--- config.mk ---
export PLATFORM = sky130hd
export DESIGN_NAME = canvas_port_arbiter
export DESIGN_NICKNAME = d
export VERILOG_FILES = /design/src/rtl/canvas_pkg.sv /design/src/rtl/canvas_skid1.sv /design/src/rtl/canvas_port_arbiter.sv
export SDC_FILE = /design/constraint.sdc
export NUM_CORES = 1
export LEC_CHECK = 0
export ABC_AREA = 1
export CORE_MARGIN = 3
export CORE_UTILIZATION = 51
export CTS_CLUSTER_DIAMETER = 80
export CTS_CLUSTER_SIZE = 20
export DETAILED_ROUTE_END_ITERATION = 8
export PLACE_DENSITY_LB_ADDON = 0.05
export SLEW_MARGIN = 20
export SYNTH_ARGS = -nofsm -noshare
export SYNTH_HDL_FRONTEND = slang
export SYNTH_SLANG_ARGS = --single-unit
--- constraint.sdc ---
create_clock -name clk -period 3 [get_ports clk]
set_clock_uncertainty 0.1 [all_clocks]
set_input_delay 0.6 -clock clk [delete_from_list [all_inputs] [get_ports clk]]
set_output_delay 0.6 -clock clk [all_outputs]
set_load 0.005 [all_outputs]
--- src/rtl/canvas_pkg.sv ---
// rtl/canvas_pkg.sv - shared state encoding and canvas geometry for the canvas port arbiter
package canvas_pkg;

    localparam int CANVAS_ADDR_W = 10;
    localparam int CANVAS_DEPTH  = 1024;

    localparam logic [1:0] ENC_IDLE  = 2'd0;
    localparam logic [1:0] ENC_RECOG = 2'd1;
    localparam logic [1:0] ENC_CLEAR = 2'd2;

    typedef enum logic [1:0] {
        IDLE  = ENC_IDLE,
        RECOG = ENC_RECOG,
        CLEAR = ENC_CLEAR
    } arb_state_t;

endpackage

--- src/rtl/canvas_skid1.sv ---
// rtl/canvas_skid1.sv - one-entry last-wins write buffer with flush and overwrite-drop strobe
module canvas_skid1 #(
    parameter int ADDR_W = 10
) (
    input  logic              clk,
    input  logic              rst,
    input  logic              load,
    input  logic [ADDR_W-1:0] load_addr,
    input  logic              load_data,
    input  logic              flush,
    input  logic              drain,
    output logic              valid,
    output logic [ADDR_W-1:0] addr,
    output logic              data,
    output logic              drop
);

    // A held entry that is replaced without having been drained is lost.
    assign drop = load && valid && !drain && !flush;

    // Flush beats load; a load in the same cycle as a drain re-fills the entry.
    always_ff @(posedge clk) begin
        if (rst) begin
            valid <= 1'b0;
            addr  <= '0;
            data  <= 1'b0;
        end else if (flush) begin
            valid <= 1'b0;
        end else if (load) begin
            valid <= 1'b1;
            addr  <= load_addr;
            data  <= load_data;
        end else if (drain) begin
            valid <= 1'b0;
        end
    end

endmodule

--- src/rtl/canvas_port_arbiter.sv ---
// rtl/canvas_port_arbiter.sv - small_canvas port-A owner (mouse/recognizer/clear); CANVAS_ARB_STATS_EN adds drop_cnt
module canvas_port_arbiter
    import canvas_pkg::*;
#(
    parameter int   ADDR_W    = CANVAS_ADDR_W,
    parameter int   DEPTH     = CANVAS_DEPTH,
    parameter logic CLEAR_VAL = 1'b0
) (
    input  logic              clk,
    input  logic              rst,
    input  logic              m_we,
    input  logic [ADDR_W-1:0] m_addr,
    input  logic              m_data,
    input  logic              r_req,
    input  logic [ADDR_W-1:0] r_addr,
    output logic              r_gnt,
    output logic              r_data,
    output logic              r_valid,
    input  logic              clr_start,
    output logic              clr_busy,
    output logic              clr_done,
    output logic [ADDR_W-1:0] ram_a,
    output logic              ram_d,
    output logic              ram_we,
    input  logic              ram_spo
`ifdef CANVAS_ARB_STATS_EN
    ,
    output logic [15:0]       drop_cnt
`endif
);

    localparam logic [ADDR_W-1:0] LAST_CELL = ADDR_W'(DEPTH - 1);

    arb_state_t        state;
    logic              clr_pend;
    logic [ADDR_W-1:0] sweep;

    logic              sk_load;
    logic              sk_flush;
    logic              sk_drain;
    logic              sk_valid;
    logic [ADDR_W-1:0] sk_addr;
    logic              sk_data;
    logic              sk_drop;
    logic              m_discard;

    assign r_gnt    = (state == RECOG) && r_req;
    assign clr_busy = (state == CLEAR) || clr_pend;

    canvas_skid1 #(.ADDR_W(ADDR_W)) u_skid (
        .clk       (clk),
        .rst       (rst),
        .load      (sk_load),
        .load_addr (m_addr),
        .load_data (m_data),
        .flush     (sk_flush),
        .drain     (sk_drain),
        .valid     (sk_valid),
        .addr      (sk_addr),
        .data      (sk_data),
        .drop      (sk_drop)
    );

    // Port-A mux: who drives the RAM this cycle, and where blocked mouse writes go.
    always_comb begin
        ram_a     = '0;
        ram_d     = 1'b0;
        ram_we    = 1'b0;
        sk_load   = 1'b0;
        sk_flush  = 1'b0;
        sk_drain  = 1'b0;
        m_discard = 1'b0;
        case (state)
            IDLE: begin
                if (clr_start || clr_pend) begin
                    sk_flush  = 1'b1;
                    m_discard = m_we;
                end else if (r_req) begin
                    sk_load = m_we;
                end else if (sk_valid) begin
                    ram_a    = sk_addr;
                    ram_d    = sk_data;
                    ram_we   = 1'b1;
                    sk_drain = 1'b1;
                    sk_load  = m_we;
                end else if (m_we) begin
                    ram_a  = m_addr;
                    ram_d  = m_data;
                    ram_we = 1'b1;
                end
            end
            RECOG: begin
                ram_a   = r_addr;
                sk_load = m_we;
            end
            CLEAR: begin
                ram_a     = sweep;
                ram_d     = CLEAR_VAL;
                ram_we    = 1'b1;
                m_discard = m_we;
            end
            default: ;
        endcase
    end

    // Arbitration FSM with registered read data and clear-done pulse.
    always_ff @(posedge clk) begin
        if (rst) begin
            state    <= IDLE;
            clr_pend <= 1'b0;
            sweep    <= '0;
            r_data   <= 1'b0;
            r_valid  <= 1'b0;
            clr_done <= 1'b0;
        end else begin
            clr_done <= 1'b0;
            r_valid  <= 1'b0;
            case (state)
                IDLE: begin
                    if (clr_start || clr_pend) begin
                        state <= CLEAR;
                        sweep <= '0;
                    end else if (r_req) begin
                        state <= RECOG;
                    end
                end
                RECOG: begin
                    if (clr_start) begin
                        clr_pend <= 1'b1;
                    end
                    if (r_req) begin
                        r_data  <= ram_spo;
                        r_valid <= 1'b1;
                    end else begin
                        state <= IDLE;
                    end
                end
                CLEAR: begin
                    if (sweep == LAST_CELL) begin
                        clr_done <= 1'b1;
                        clr_pend <= 1'b0;
                        sweep    <= '0;
                        state    <= IDLE;
                    end else begin
                        sweep <= sweep + 1'b1;
                    end
                end
                default: state <= IDLE;
            endcase
        end
    end

`ifdef CANVAS_ARB_STATS_EN
    // Saturating count of lost mouse writes, wiped together with the canvas.
    always_ff @(posedge clk) begin
        if (rst) begin
            drop_cnt <= '0;
        end else if (state == CLEAR && sweep == LAST_CELL) begin
            drop_cnt <= '0;
        end else if ((sk_drop || m_discard) && drop_cnt != 16'hFFFF) begin
            drop_cnt <= drop_cnt + 16'd1;
        end
    end
`else
    logic unused_drop;
    assign unused_drop = sk_drop | m_discard;
`endif

endmodule
==> results of run 1 <==
[worst paths after layout]
check                          endpoint                   from  slack, ps
hold reg to reg   clr_pend$_SDFFE_PP0P_  clr_pend$_SDFFE_PP0P_        380
setup reg to reg  sweep[3]$_SDFFE_PP0P_  sweep[1]$_SDFFE_PP0P_       1420
setup / recovery               ram_a[4]                   m_we        130
hold / removal    clr_pend$_SDFFE_PP0P_  clr_pend$_SDFFE_PP0P_        380
[per-stage QoR]
stage | cells | hold slack [ps] | util, %
finish | 336 | 379 | 74.9
global route | 336 | 411 | 74.9
CTS | 336 | 379 | 74.6
detailed placement | 332 | 358 | 72.8
global placement | 332 | 352 | 72.8
floorplan | 251 | 341 | -
[cells by family (layout without fill, tap and decap cells)]
| kind of cell | count (synthesis) | after routing | share of synthesized area, % |
|---|---|---|---|
| flops | 28 | 28 | 34.8 |
| simple gates | 117 | 117 | 31.3 |
| compound gates | 61 | 61 | 21.8 |
| fa+ha+maj | 1 | 1 | 0.777 |
| buf+inv | 43 | 86 | 10.7 |
| xor+xnor | 1 | 1 | 0.544 |
[timing repair]
item | 4_1_cts | 5_1_grt
buffers inserted | 0 | 0
endpoints found under the setup margin | 0 | 9
resized for setup | 0 | 5
[cells in the mapped netlist]
| library cell | count |
|---|---|
| a21oi_1 | 24 |
| dfxtp_1 | 28 |
| o21ai_2 | 2 |
| nor2_1 | 30 |
| xor2_1 | 1 |
| o221ai_1 | 7 |
| o21bai_1 | 1 |
| inv_1 | 30 |
| o211ai_1 | 4 |
| nand2_4 | 2 |
| clkbuf_1 | 5 |
| o21ai_0 | 23 |
| ha_1 | 1 |
| nand2_1 | 54 |
| nand3_1 | 22 |
| nor2_4 | 1 |
| inv_2 | 2 |
| nand2_2 | 1 |
| buf_4 | 2 |
| buf_1 | 1 |
| nand4_1 | 3 |
| buf_2 | 3 |
| nor3_1 | 4 |
[flip-flops by register name (all words and copies together) (netlist names)]
signal,cells
u_skid.addr,10
r_valid,1
clr_pend,1
state,2
u_skid.data,1
r_data,1
sweep,10
u_skid.valid,1
clr_done,1
[layer usage]
metal,up-vias,part of all wire [%]
met5,-,0
met4,0,1.4
met3,5,3.8
met2,42,50
met1,814,45
li1,911,-
[power groups by stage]
stage	combinational (mW)	clock [mW]	sequential, mW
final	0.203	0.257	0.403
after floorplan	0.115	0	0.406
after detailed placement	0.204	0	0.410
after global placement	0.201	0	0.410
after global routing	0.226	0.275	0.405
after CTS	0.204	0.260	0.402
[final cells by class]
| class | instances | area share [%] |
|---|---|---|
| multi-input combinational | 180 | 40.7 |
| sequential | 28 | 26.0 |
| timing repair buffer | 50 | 22.9 |
| inverter | 32 | 5.57 |
| tap | 42 | 2.44 |
| clock inverter | 1 | 1.39 |
| clock buffer | 3 | 1.04 |
[tightest hold or removal path, delay by kind of cell, from the launching register on]
family	cells	cell delay [ps]
AO/OA/AOI/OAI	1	50
flip-flops	1	350
AND/OR/NAND/NOR	1	60
==> results.cfg, run 1 <==
[cts]
cts-buffers-inserted = 3
cts_tree = yes
cts_sinks = 28
cts.clk_slew.worst_paths_ps = 170
cts_htree_levels = 1
cts_hold_buffers = 0
ctsLongestPathBuffers = 2
clock_latency_ps = 350
cts-root-buf = clkbuf_4

[critical_path]
crit_type = input port to primary output
worst-path-buf-inv = 3
cp_slowest_stage_delay_ps = 540
cp_cell_sequence = clkdlybuf4s50_1 -> inv_2 -> o21ai_0 -> o21ai_0 -> o221ai_1 -> clkdlybuf4s50_1
worstRegToRegCells = 6
cp-start-kind = input port
critPathSlowestCell = clkdlybuf4s50_1
cp.depth = 6
worstPathArrival_ps = 2170
cp-end-kind = primary output
path_delay_family = buffers and inverters
cp.required_ps = 2300
critPathMaxFanout = 11

[global_routing]
grt_pass1_wl_um = 7300
grt.met1_usage_pct = 28.8
met3_usage_pct = 2.16
grt_overflow = 0
antenna_found_initial = 0
grt_max_degree = 24
met2_usage_pct = 41.1
gr-usage-all-layers_pct = 22.8
busiest_layer = met2
grt_pass1_vias = 1578

[synth]
synth_top_area_share_pct = 34.8
synth_cell_types = 23
ys_ff_latch = 28
ys_warn_count = 0
avgSynthCellArea_um2 = 6.42
yosysTopAreaCell = dfxtp_1
synthCells = 251
synth_nets = 279
ys_seq_area_share_pct = 34.8
netlist_area_um2 = 1610
yosys-top-cells-area = dfxtp_1, nand2_1, a21oi_1, o21ai_0, inv_1

[power_and_ir_drop]
leakage_nw = 0.922
powerDensity_nw_per_um2 = 400
vdd_ir_drop_max_mv = 0.251
p_total_mw = 0.863
p_sw_share_pct = 28.2
combPwrFrac_pct = 23.5
clockPowerShare_pct = 29.8
netSwitchingPower_mw = 0.243
power.share.sequential_pct = 46.7
p_int_mw = 0.619

[placement]
dp_hpwl_um = 3310
placed_area_um2 = 2090
dp_slack_ps = 46.1
port_buffers = 43
gp_congestion = 0.912

[sta]
slew_viol_final = 0
rsz0062_at_grt = yes
hold_violations = 0
worst_pin_slew_ps = 445
min_period_ps = 2870
period_share_pct = 95.7
setup_tns_ps = 0
fmax_ghz = 0.348
slew_headroom_pct = 70.3
setup_ws_ps = 129
setup_viol = 0

[cells_and_area]
multi_input_area_um2 = 877
area_delta_synth_final_pct = 33.9
final_common_cell = nand2_1
drive_above_1_share_pct = 6.80
fill_cells = 256
final_cell_mix = nand2_1, clkdlybuf4s50_1, nor2_1
nets = 323
ff_latch_area_um2 = 561
stdcell_area_um2 = 2160
n_antenna_cell = 0

[hold_path]
hold_path_class = register to register
whs_path_depth = 2

[floorplanning]
coreArea_um2 = 2880
die-area_um2 = 3870
fp-row-count = 19
fp.dieW_um = 62.2
die_y_um = 62.2
initial_core_util_pct = 56.0
ios = 44

[detailed_routing]
drtIter0Drc = 116
drt_wl_total_um = 4300
vias_per_cell = 5.27
ant_nets = 0
drc = 0
firstDrtPassIters = 4
wire_per_inst_um = 12.8
vias = 1772

[job]
drv_cap = 0

[outcome]
status = finished, final reports clean
(Power assumes the default switching activity.)
==> run 2: changes to the inputs <==
GPL_ROUTABILITY_DRIVEN = 0   (was unset)
==> results of run 2 <==
Same layout as run 1: the final DEF is identical, and so are final timing and power.
==> run 3: changes to the inputs <==
GPL_TIMING_DRIVEN = 0   (was unset)
==> run 3 against run 2 <==
  * Maximum frequency increased by 0.44%
  * First-iteration DRC count rose by 53%
  * Power decreased by 7.5%
  * Critical endpoint is now ram_a[2]
  * Largest cell class unchanged
==> results.cfg, run 3 (same netlist as run 1, synthesis figures left out) <==
[critical_path]
cp_slowest_stage_delay_ps = 500
critPathMaxFanout = 11
cp.required_ps = 2300
crit_path_frequent_cell = clkdlybuf4s50_1
worst-path-buf-inv = 3
cp_cell_sequence = clkdlybuf4s50_1 -> inv_1 -> o21ai_0 -> o211ai_1 -> nand3_1 -> clkdlybuf4s50_1
cp-end-kind = primary output
worstRegToRegCells = 5
path_delay_family = buffers and inverters
cp.depth = 6
crit_type = input port to primary output
worstPathArrival_ps = 2160
critPathSlowestCell = clkdlybuf4s50_1
cp-start-kind = input port

[floorplanning]
initial_core_util_pct = 56.0
fp-row-count = 19
die_y_um = 62.2
die-area_um2 = 3870
fp.dieW_um = 62.2
coreArea_um2 = 2880
ios = 44

[job]
drv_cap = 0

[cts]
cts-root-buf = clkbuf_4
cts.clk_slew.worst_paths_ps = 160
cts_tree = yes
cts_htree_levels = 1
cts-buffers-inserted = 3
ctsLongestPathBuffers = 2
cts_sinks = 28
cts_hold_buffers = 0
clock_latency_ps = 330

[placement]
dp_hpwl_um = 3280
dpl.cell_count = 335
placed_area_um2 = 2080
port_buffers = 42
dp_slack_ps = -145

[sta]
slew_headroom_pct = 69.9
hold_violations = 0
rsz0062_at_grt = no
fmax_ghz = 0.350
min_period_ps = 2860
setup_ws_ps = 142
period_share_pct = 95.3
slew_viol_final = 0
setup_viol = 0
worst_pin_slew_ps = 452

[power_and_ir_drop]
leakage_nw = 0.921
p_int_mw = 0.553
clockPowerShare_pct = 24.3
combPwrFrac_pct = 25.4
p_sw_share_pct = 30.7
powerDensity_nw_per_um2 = 377
netSwitchingPower_mw = 0.245
vdd_ir_drop_max_mv = 0.367
power.share.sequential_pct = 50.3

[cells_and_area]
area_delta_synth_final_pct = 31.5
final_cell_mix = nand2_1, clkdlybuf4s50_1, nor2_1
final_cells = 338
drive_above_1_share_pct = 6.42
fill_cells = 251
n_antenna_cell = 0
nets = 325
largestRegisters = sweep (10), u_skid.addr (10), state (2)
ff_latch_area_um2 = 561
final_common_cell = nand2_1
multi_input_area_um2 = 880
stdcell_area_um2 = 2120

[global_routing]
antenna_found_initial = 0
grt_pass1_wl_um = 7160
grt_pass1_vias = 1609
gr-usage-all-layers_pct = 22.3
grt_max_degree = 16
grt_overflow = 0

[detailed_routing]
drt_wl_total_um = 4410
wl_met3_um = 197
met2_length_um = 2140
met1_length_um = 2030
wire_per_inst_um = 13.0
firstDrtPassIters = 7
drc = 0
vias_per_cell = 5.33
ant_nets = 0
highest_layer = met4
drtIter0Drc = 177
vias = 1803

[outcome]
status = finished, final reports clean

[hold_path]
hold_path_class = register to register
whs_path_depth = 2
==> run 3: changes by cell type in the layout (fill, tap and decap cells not counted), moves of 2 or more <==
cell and delta:
buf_2 +2, buf_4 -4, clkbuf_1 +4, clkdlybuf4s50_1 -8
dlygate4sd2_1 +8, o21ai_0 -2, o21ai_1 +2
==> run 3: stage by stage <==
step | hold slack (ps) | setup TNS, ps | utilization [%] | total power, mW
6_report | 377 | 0 | 73.6 | 0.798
5_1_grt | 425 | 0 | 73.6 | 0.838
4_1_cts | 377 | 0 | 73.3 | 0.795
3_5_place_dp | 359 | -559 | 72.4 | 0.614
3_3_place_gp | 353 | -456 | 72.4 | 0.613
2_1_floorplan | 341 | 0 | - | 0.521
==> run 3: metal layers <==
metal | global-route usage [%] | up-vias
met1 | 28.2 | 832
li1 | - | 916
met2 | 39.8 | 51
met3 | 3.96 | 4
met4 | 4.14 | 0
met5 | 0 | -
==> run 3: tightest hold or removal path: stages (launching register included) <==
cell     delay [ps]
dfxtp_1         340
nand2_1          60
a21oi_1          50
==> run 3: final timing paths <==
check                                                   end  slack [ps]                   from
worst min register to register          r_data$_SDFFE_PP0N_         380    r_data$_SDFFE_PP0N_
worst max register to register  u_skid.addr[1]$_SDFFE_PP0P_        1450  state[1]$_SDFFE_PP0P_
worst max-delay path                               ram_a[2]         140                   m_we
worst min-delay path                    r_data$_SDFFE_PP0N_         380    r_data$_SDFFE_PP0N_
==> run 3: layout make-up <==
cell class,count,share of cell area [%]
multi-input combinational,180,41.5
timing repair buffer,42,19.7
sequential,28,26.5
tap,42,2.48
inverter,32,5.67
clock buffer,4,1.71
buffer,10,2.42
==> run 3: repair_timing <==
item	in CTS	in global routing
setup endpoints to repair	8	4
gates resized for setup	10	6
setup buffers	0	0
pin swaps	0	1
cloned	0	0
hold endpoints to repair	0	0
==> run 3: power groups by stage <==
| stage | Sequential [mW] | Combinational [mW] | Clock (mW) |
|---|---|---|---|
| floorplan | 0.406 | 0.115 | 0 |
| global placement | 0.408 | 0.204 | 0 |
| detailed placement | 0.409 | 0.205 | 0 |
| CTS | 0.401 | 0.201 | 0.193 |
| global route | 0.404 | 0.225 | 0.210 |
| finish | 0.402 | 0.203 | 0.194 |
